<file path="config.mk">
export PLATFORM = sky130hd
export DESIGN_NAME = sprite_pattern_arbiter_flat
export DESIGN_NICKNAME = d
export VERILOG_FILES = /design/src/rtl/sprite_pattern_arbiter_if.sv /design/src/rtl/sprite_pattern_arbiter.sv /design/src/flat_wrapper.sv
export SDC_FILE = /design/constraint.sdc
export NUM_CORES = 1
export LEC_CHECK = 0
export CORE_MARGIN = 2
export CORE_UTILIZATION = 26
export DETAILED_ROUTE_END_ITERATION = 7
export GPL_ROUTABILITY_DRIVEN = 0
export GPL_TIMING_DRIVEN = 0
export PLACE_DENSITY = 0.92
export SYNTH_ARGS = -nofsm -noshare
export SYNTH_HDL_FRONTEND = slang
export SYNTH_SLANG_ARGS = --single-unit
</file>
<file path="constraint.sdc">
create_clock -name clock -period 2.5 [get_ports clock]
set_input_delay 0.25 -clock clock [delete_from_list [all_inputs] [get_ports clock]]
set_output_delay 0.25 -clock clock [all_outputs]
set_load 0.03 [all_outputs]
</file>
<file path="src/rtl/sprite_pattern_arbiter_if.sv">
// Request/return and pattern-memory signal bundle for sprite_pattern_arbiter.
// slave = arbiter side, master = sprite managers plus pattern memory.
interface sprite_pattern_arbiter_if #(
    parameter int NUM_REQ = 4,
    parameter int DATA_W  = 32
);
    logic [NUM_REQ-1:0]    req_read;
    logic [NUM_REQ*13-1:0] req_addr;
    logic [NUM_REQ-1:0]    req_gnt;
    logic [NUM_REQ-1:0]    req_avail;
    logic [DATA_W-1:0]     req_pattern;
    logic                  mem_read;
    logic [12:0]           mem_addr;
    logic [DATA_W-1:0]     mem_data;
    logic                  arb_idle;

    modport slave (
        input  req_read, req_addr, mem_data,
        output req_gnt, req_avail, req_pattern, mem_read, mem_addr, arb_idle
    );

    modport master (
        output req_read, req_addr, mem_data,
        input  req_gnt, req_avail, req_pattern, mem_read, mem_addr, arb_idle
    );
endinterface

</file>
<file path="src/rtl/sprite_pattern_arbiter.sv">
// Round-robin arbiter sharing one pattern-memory read port, with an ID tag pipe
// routing returns to their owner. Define SPRITE_ARB_FIXED_PRIO_EN for fixed priority.
module sprite_pattern_arbiter #(
    parameter int NUM_REQ     = 4,
    parameter int MEM_LATENCY = 2,
    parameter int DATA_W      = 32
) (
    input  logic                     clock,
    input  logic                     reset_l,
    input  logic                     clear,
    sprite_pattern_arbiter_if.slave  bus
);

    localparam int ID_W = $clog2(NUM_REQ);
    localparam int AW   = 13;

    logic [ID_W-1:0]        r_ptr;
    logic [MEM_LATENCY-1:0] r_tag_vld;
    logic [ID_W-1:0]        r_tag_id [MEM_LATENCY];

    logic                   w_hit;
    logic [ID_W-1:0]        w_gnt_id;
    logic                   w_issue;
    logic [NUM_REQ-1:0]     w_gnt;
    logic [ID_W-1:0]        w_ptr_next;
    logic                   w_out_vld;
    logic [ID_W-1:0]        w_out_id;
    logic [NUM_REQ-1:0]     w_avail;

    function automatic logic [ID_W-1:0] rr_idx(input logic [ID_W-1:0] base, input int k);
        int s;
        s = int'(base) + k;
        if (s >= NUM_REQ) s = s - NUM_REQ;
        return ID_W'(s);
    endfunction

    // Scan from the highest offset down so the lowest offset from r_ptr wins.
    always_comb begin
        w_hit    = 1'b0;
        w_gnt_id = '0;
        for (int k = NUM_REQ - 1; k >= 0; k--) begin
            if (bus.req_read[rr_idx(r_ptr, k)]) begin
                w_hit    = 1'b1;
                w_gnt_id = rr_idx(r_ptr, k);
            end
        end
    end

    assign w_issue = w_hit & ~clear & reset_l;

    always_comb begin
        w_gnt = '0;
        if (w_issue) w_gnt[w_gnt_id] = 1'b1;
    end

`ifdef SPRITE_ARB_FIXED_PRIO_EN
    // Scan base stays at 0, which turns the search into lowest-index-wins.
    assign w_ptr_next = '0;
`else
    assign w_ptr_next = (w_gnt_id == ID_W'(NUM_REQ - 1)) ? '0 : w_gnt_id + 1'b1;
`endif

    always_ff @(posedge clock or negedge reset_l) begin
        if (!reset_l) begin
            r_ptr     <= '0;
            r_tag_vld <= '0;
            for (int i = 0; i < MEM_LATENCY; i++) r_tag_id[i] <= '0;
        end else begin
            r_tag_vld[0] <= w_issue;
            r_tag_id[0]  <= w_gnt_id;
            for (int i = 1; i < MEM_LATENCY; i++) begin
                r_tag_vld[i] <= r_tag_vld[i-1];
                r_tag_id[i]  <= r_tag_id[i-1];
            end
            if (clear) begin
                r_tag_vld <= '0;
                r_ptr     <= '0;
            end else if (w_issue) begin
                r_ptr <= w_ptr_next;
            end
        end
    end

    // Returns landing in the clear cycle are dropped; later ones were never tagged valid.
    assign w_out_vld = r_tag_vld[MEM_LATENCY-1] & ~clear & reset_l;
    assign w_out_id  = r_tag_id[MEM_LATENCY-1];

    always_comb begin
        w_avail = '0;
        if (w_out_vld) w_avail[w_out_id] = 1'b1;
    end

    assign bus.req_gnt     = w_gnt;
    assign bus.mem_read    = w_issue;
    assign bus.mem_addr    = w_issue ? bus.req_addr[int'(w_gnt_id)*AW +: AW] : '0;
    assign bus.req_avail   = w_avail;
    assign bus.req_pattern = w_out_vld ? bus.mem_data : '0;
    assign bus.arb_idle    = ~reset_l | (~|bus.req_read & ~|r_tag_vld);

endmodule
</file>
<file path="src/flat_wrapper.sv">
// flat-port wrapper written by rule: the top's interface ports become plain ports
module sprite_pattern_arbiter_flat 
#(
    parameter int NUM_REQ     = 4,
    parameter int MEM_LATENCY = 2,
    parameter int DATA_W      = 32
)
  (clock, reset_l, clear, bus_req_read, bus_req_addr, bus_mem_data, bus_req_gnt, bus_req_avail, bus_req_pattern, bus_mem_read, bus_mem_addr, bus_arb_idle);
  sprite_pattern_arbiter_if #(.NUM_REQ(NUM_REQ), .DATA_W(DATA_W)) bus_i ();
  input  logic clock;
  input  logic reset_l;
  input  logic clear;
  input wire logic [$bits(bus_i.req_read)-1:0] bus_req_read;
  input wire logic [$bits(bus_i.req_addr)-1:0] bus_req_addr;
  input wire logic [$bits(bus_i.mem_data)-1:0] bus_mem_data;
  output wire logic [$bits(bus_i.req_gnt)-1:0] bus_req_gnt;
  output wire logic [$bits(bus_i.req_avail)-1:0] bus_req_avail;
  output wire logic [$bits(bus_i.req_pattern)-1:0] bus_req_pattern;
  output wire logic [$bits(bus_i.mem_read)-1:0] bus_mem_read;
  output wire logic [$bits(bus_i.mem_addr)-1:0] bus_mem_addr;
  output wire logic [$bits(bus_i.arb_idle)-1:0] bus_arb_idle;
  assign bus_i.req_read = bus_req_read;
  assign bus_i.req_addr = bus_req_addr;
  assign bus_i.mem_data = bus_mem_data;
  assign bus_req_gnt = bus_i.req_gnt;
  assign bus_req_avail = bus_i.req_avail;
  assign bus_req_pattern = bus_i.req_pattern;
  assign bus_mem_read = bus_i.mem_read;
  assign bus_mem_addr = bus_i.mem_addr;
  assign bus_arb_idle = bus_i.arb_idle;
  sprite_pattern_arbiter #(.NUM_REQ(NUM_REQ), .MEM_LATENCY(MEM_LATENCY), .DATA_W(DATA_W)) u_core (.clock(clock), .reset_l(reset_l), .clear(clear), .bus(bus_i));
endmodule
</file>
== After elaboration in Yosys (flattened, before gate mapping) ==
Cells that the tools add are included.
Word-level totals
  register bits: 8
  word-level logic and storage cells: 74
  memories: 0
  bits in latches: 0
  memory bits (writable): 0
  memory bits (read-only): 0
Cells by class
  add/subtract/negate cells: 8
  multiplexer cells: 32
  reduce and logical (&&, ||, !) cells: 7
  shift-type cells: 1
  equal/unequal tests: 1
  bitwise logic cells: 8
  multipliers: 1
  divide/modulo/power cells: 0
  order comparisons: 12
Operator list (number)
  $shiftx 52x32->13: 1
  $mux 32: 1
  $mux 2: 12
  $lt 2x3->1 const B: 6
  $mux 13: 1
  $mux 1: 10
  $ge 3x3->1 const B: 3
  $bmux 1 s2: 4
  $mux 4: 2
  $sub 2x1->2 const B: 4
  $add 2x2->3 const B: 2
  $mul 2x4->6 const B: 1
  $and 1x1->1: 5
  $demux 1 s2: 2
  $ge 2x1->1 const B: 2
  $reduce_or 4->1: 1
  $add 2x1->3 const B: 1
  $ge 2x3->1 const B: 1
  $add 2x1->2 const B: 1
  $eq 2x2->1 const B: 1
  $logic_and 1x1->1: 2
  $logic_not 1->1: 2
  $not 1->1: 2
  $reduce_bool 2->1: 1
  other kinds (2): 2

== Longest topological paths before layout ==
  depth in word-level cells: 14
  depth in mapped cells: 8
  mapped depth without buffers: 7

== Least setup slack after synthesis ==
Ideal clock, no wire load.
  path kind: reg-to-output
  from: register u_core.r_ptr[1]
  to: output port bus_mem_addr[10]
  arrival: 1.826 ns
  cell stages (with the launch flop): 7
  required time: 2.250 ns
  buffers on the path: 2
  slack: 0.424 ns
  cells stage by stage: dfrtp_1 -> mux2_1 -> o221ai_2 -> buf_6 -> buf_8 -> mux2i_1 -> o22ai_1
Between the ends
  word-level cells in the longest chain between the ends: 12
  elaborated cells on any way between the ends: 36
  those cells by class: 7 x add/sub; 1 x mul; 4 x order compare; 1 x shift; 21 x mux; 2 x bitwise
RTL lines
  start, declared: RTL line sprite_pattern_arbiter.sv:17  | logic [ID_W-1:0] r_ptr;
  start signal, assigned: RTL line sprite_pattern_arbiter.sv:79  | r_ptr <= w_ptr_next;
  $add 2x2->3: RTL line sprite_pattern_arbiter.sv:32  | s = int'(base) + k;
  $ge 3x3->1 / $sub 2x1->2 (equally long branches): RTL line sprite_pattern_arbiter.sv:33  | if (s >= NUM_REQ) s = s - NUM_REQ;
  $mux 2: RTL line sprite_pattern_arbiter.sv:33
  $bmux 1 s2: RTL line sprite_pattern_arbiter.sv:42  | if (bus.req_read[rr_idx(r_ptr, k)]) begin
  $mux 1 (not written as such): RTL line sprite_pattern_arbiter.sv:42
  $mux 2 / $mux 1 (equally long branches) (4 in a row): RTL line sprite_pattern_arbiter.sv:42
  $mul 2x4->6 / $and 1x1->1 (equally long branches): RTL line sprite_pattern_arbiter.sv:95, sprite_pattern_arbiter.sv:49
  $shiftx 52x32->13 / $and 1x1->1 (equally long branches): RTL line sprite_pattern_arbiter.sv:95, sprite_pattern_arbiter.sv:49
  $mux 13 (*): RTL line sprite_pattern_arbiter.sv:95  | assign bus.mem_addr = w_issue ? bus.req_addr[int'(w_gnt_id)*AW +: AW] : '0;
  end, declared: RTL line flat_wrapper.sv:20  | output wire logic [$bits(bus_i.mem_addr)-1:0] bus_mem_addr;
Every way passes the cells marked *; elsewhere a longest branch is shown, timed or not. The select of a mux whose other input is x is not followed.

== Final worst setup path ==
  from: input port bus_req_read[1]
  to: output port bus_req_gnt[3]
Between the ends
  word-level cells in the longest chain between the ends: 11
  elaborated cells on any way between the ends: 24
  those cells by class: 2 x order compare; 19 x mux; 2 x bitwise; 1 x reduce/logical
RTL lines
  start, declared: RTL line flat_wrapper.sv:13  | input wire logic [$bits(bus_i.req_read)-1:0] bus_req_read;
  $bmux 1 s2: RTL line sprite_pattern_arbiter.sv:42
  $mux 1 (not written as such): RTL line sprite_pattern_arbiter.sv:42
  $mux 2 (3 in a row): RTL line sprite_pattern_arbiter.sv:42
  $mux 2 (*): RTL line sprite_pattern_arbiter.sv:42
  net u_core.w_gnt_id[0]: RTL line sprite_pattern_arbiter.sv:22  | logic [ID_W-1:0] w_gnt_id;
  $lt 2x3->1 (not written as such) / $ge 2x1->1 (equally long branches): RTL line sprite_pattern_arbiter.sv:53  | if (w_issue) w_gnt[w_gnt_id] = 1'b1;
  $logic_and 1x1->1 (not written as such): RTL line sprite_pattern_arbiter.sv:53
  $mux 1 (not written as such): RTL line sprite_pattern_arbiter.sv:53
  $demux 1 s2 (*)
  $mux 4 (*): RTL line sprite_pattern_arbiter.sv:53
  end, declared: RTL line flat_wrapper.sv:16  | output wire logic [$bits(bus_i.req_gnt)-1:0] bus_req_gnt;
Mark *: on every way through the listed nets, which the timed path passes. The rest lies on a longest branch. The select of a mux whose other input is x is not followed.

==> flow_summary.json <==
{
  "portBuffers": 145,
  "crit_chain": "clkdlybuf4s50_1 > mux2_1 > o221ai_2 > buf_6 > buf_8 > inv_1 > ha_1 > and2_2 > buf_2",
  "ant_nets": 0,
  "slew-limit-headroom": 0.717,
  "worst_pin_slew_ns": 0.424,
  "fin_crit_sh": 0.955,
  "irDropWorstVdd_v": 0.000172,
  "cap_violations": 0,
  "slowest_delay_ns": 0.45,
  "cp-start-kind": "input port",
  "p_leak_nw": 1.40,
  "status": "complete, no violations",
  "cts_root_buf": "clkbuf_8",
  "ys_warn_count": 0,
  "swShare": 0.339,
  "placedCellCount": 328,
  "max_freq_mhz": 419,
  "cp_max_fo": 11,
  "yosysTopAreaCell": "mux2i_1",
  "overflow": 0,
  "cts_tree": "yes",
  "timing_worst_setup_path_type": "in2out",
  "dr_total_vias": 1535,
  "syn_to_final_growth_pct": 128,
  "fin_crit_ns": 2.39,
  "antenna_found_initial": 0,
  "stdcell_count": 332,
  "n_fill_cell": 378,
  "grt_pass1_wl_mm": 7.33,
  "hold_violations": 0,
  "syn_nets": 226,
  "yosysSeqAreaShare": 0.173,
  "synth_compound_area_frac": 0.136,
  "rsz0062_at_grt": "no",
  "cp_data_required_time_ns": 2.25,
  "r2r_cells": 8,
  "ios": 146,
  "synth_seq_cells": 8,
  "final-setup-viol-count": 0,
  "muxShareOfSynthArea": 0.235,
  "netlist_area_um2": 1160,
  "synth_edf_count": 0,
  "first_iter_violations": 27,
  "synth-simple-area-share": 0.322,
  "yosysMostFrequentCell": "and2_1",
  "p_clk_frac": 0.186,
  "synth_commonest_cells": "and2_1 (32), mux2i_1 (26), o22ai_1 (12), dfrtp_1 (8), inv_1 (5)",
  "end_kind": "output pin",
  "h-tree-depth": 1,
  "syn_avg_cell_area_um2": 8.83,
  "core_um2": 4320,
  "crit_path_top_delay_cell": "clkdlybuf4s50_1",
  "yosys.area_share.xor_xnor": 0,
  "die_area_um2": 5000,
  "cts_sinks": 8,
  "synth_flop_cell": "dfrtp_1",
  "p_sw_w": 0.000262,
  "synth_top_family_by_area": "simple AND/OR/NAND/NOR gates",
  "syn_inst": 131,
  "pwr-share-seq": 0.209,
  "grt_pass1_vias": 1578,
  "start_util": 0.268,
  "synthTopCellsByArea": "mux2i_1 (22%), and2_1 (17%), dfrtp_1 (17%)",
  "die_y_um": 70.7,
  "viasPerCell": 4.62,
  "power_density_nw_per_um2": 293,
  "fin_nets": 377,
  "synth_cell_type_count": 34,
  "slew_violations": 0,
  "drc_errors": 0,
  "final_layout_size_suffix_gt1_frac": 0.157,
  "detailed_place_hpwl_mm": 4.03,
  "die_w_um": 70.7,
  "clock_path_buffers": 2,
  "min_path_type": "in2async",
  "internal_power_w": 0.000511,
  "num_antenna_cells": 0,
  "rows": 24,
  "cp.arrival_ns": 2.14,
  "combPwrFrac": 0.605,
  "grt_max_degree": 13,
  "postCtsHoldBufs": 0,
  "gr-usage-all-layers": 0.180,
  "clock_latency_ns": 0.22,
  "dr.pass1.iters": 2,
  "numCtsBuffers": 3,
  "setup_tns_ns": 0,
  "total_power_w": 0.000773,
  "async_reset_ff_frac": 1.00,
  "synth_top_area_frac": 0.225,
  "final.setup_skew_ns": 0.000783,
  "synthAdderAreaFrac": 0.0432,
  "avgRoutedWirePerCell_um": 13.8,
  "wirelength_mm": 4.58,
  "clkTransAtPathRegs_ns": 0.04
}
-- per-stage QoR --
stage,hold WS [ns],instance area (um^2),util,worst slack [ns]
4_1_cts,0.0821,2630,0.607,-0.0475
3_3_place_gp,0.334,2670,0.618,-0.548
6_report,0.0418,2640,0.610,0.114
2_1_floorplan,-0.0456,1160,-,0.424
3_5_place_dp,0.336,2670,0.618,-0.570
5_1_grt,0.0787,2640,0.610,0.0128
-- power by group through the flow --
stage | Sequential, W | Clock (W) | Combinational (W)
2_1_floorplan | 0.000158 | 0 | 0.000252
3_3_place_gp | 0.000161 | 0 | 0.000480
3_5_place_dp | 0.000163 | 0 | 0.000488
4_1_cts | 0.000161 | 0.000148 | 0.000473
5_1_grt | 0.000164 | 0.000155 | 0.000505
6_report | 0.000162 | 0.000144 | 0.000468
-- routing by layer --
layer | vias to the layer above | GRT usage | share of wire
met5 | - | 0 | 0
met4 | 0 | 0.0252 | 0.0046
li1 | 755 | - | -
met2 | 105 | 0.371 | 0.55
met1 | 673 | 0.184 | 0.35
met3 | 2 | 0.0427 | 0.098
-- worst max-delay path, delay by kind of cell --
kind	cells	cell delay [ns]
AO/OA/AOI/OAI	1	0.17
adder cells (fa/ha/maj)	1	0.21
buffers and inverters	5	1.01
multiplexers	1	0.32
AND/OR/NAND/NOR	1	0.18
-- kinds of logic after synthesis --
| logic type | Yosys count |
|---|---|
| muxes | 27 |
| DFF | 8 |
| buffers and inverters | 15 |
| adders and majority gates | 4 |
| and+or+nand+nor | 56 |
| AOI/OAI and AO/OA | 21 |
-- sequential cells by signal (all words and copies together), names as in the netlist --
signal,flops
u_core.r_ptr,2
u_core.r_tag_id,2
u_core.r_tag_vld,2
u_core.w_out_id,2
-- path summary, 6_finish.rpt --
kind                                         startpoint                             to  slack, ns
max                                     bus_req_read[1]                 bus_req_gnt[3]       0.11
min                                             reset_l  u_core.r_tag_vld[1]$_DFF_PN0_       0.04
max reg2reg                 u_core.r_ptr[1]$_DFFE_PN0P_    u_core.r_ptr[1]$_DFFE_PN0P_       0.58
min reg2reg                u_core.r_tag_id[2]$_DFF_PN0_   u_core.w_out_id[0]$_DFF_PN0_       0.34
max in group asynchronous                       reset_l    u_core.r_ptr[0]$_DFFE_PN0P_       2.16
min in group clock         u_core.r_tag_id[2]$_DFF_PN0_   u_core.w_out_id[0]$_DFF_PN0_       0.34
-- cell usage in the layout, fill, tap and decap left out, types with 2 or more instances in the layout --
master	count
buf_6	3
buf_4	3
and3b_1	2
ha_1	4
and2_1	32
nand2b_1	3
and2_2	4
clkbuf_8	3
o22ai_1	12
buf_2	13
nand2_1	3
clkbuf_2	6
dlygate4sd2_1	30
dfrtp_1	8
o21ai_0	2
mux2i_1	26
buf_8	2
inv_1	5
clkdlybuf4s50_1	93
dlymetal6s2s_1	4
-- final cells by class --
cell class | count | area, um^2 | share of cell area
Timing Repair Buffer | 146 | 1350 | 0.511
Multi-Input combinational cell | 108 | 875 | 0.331
Sequential cell | 8 | 200 | 0.0759
Buffer | 10 | 90.1 | 0.0341
Tap cell | 52 | 65.1 | 0.0247
Clock buffer | 3 | 41.3 | 0.0156
Inverter | 5 | 18.8 | 0.00711
-- timing repair --
item | CTS | global route
gates cloned | 0 | 0
setup endpoints to repair | 53 | 18
buffers inserted | 1 | 0
resized for setup | 106 | 18
pin swaps | 0 | 2
Power figures use the tool's default switching activity.
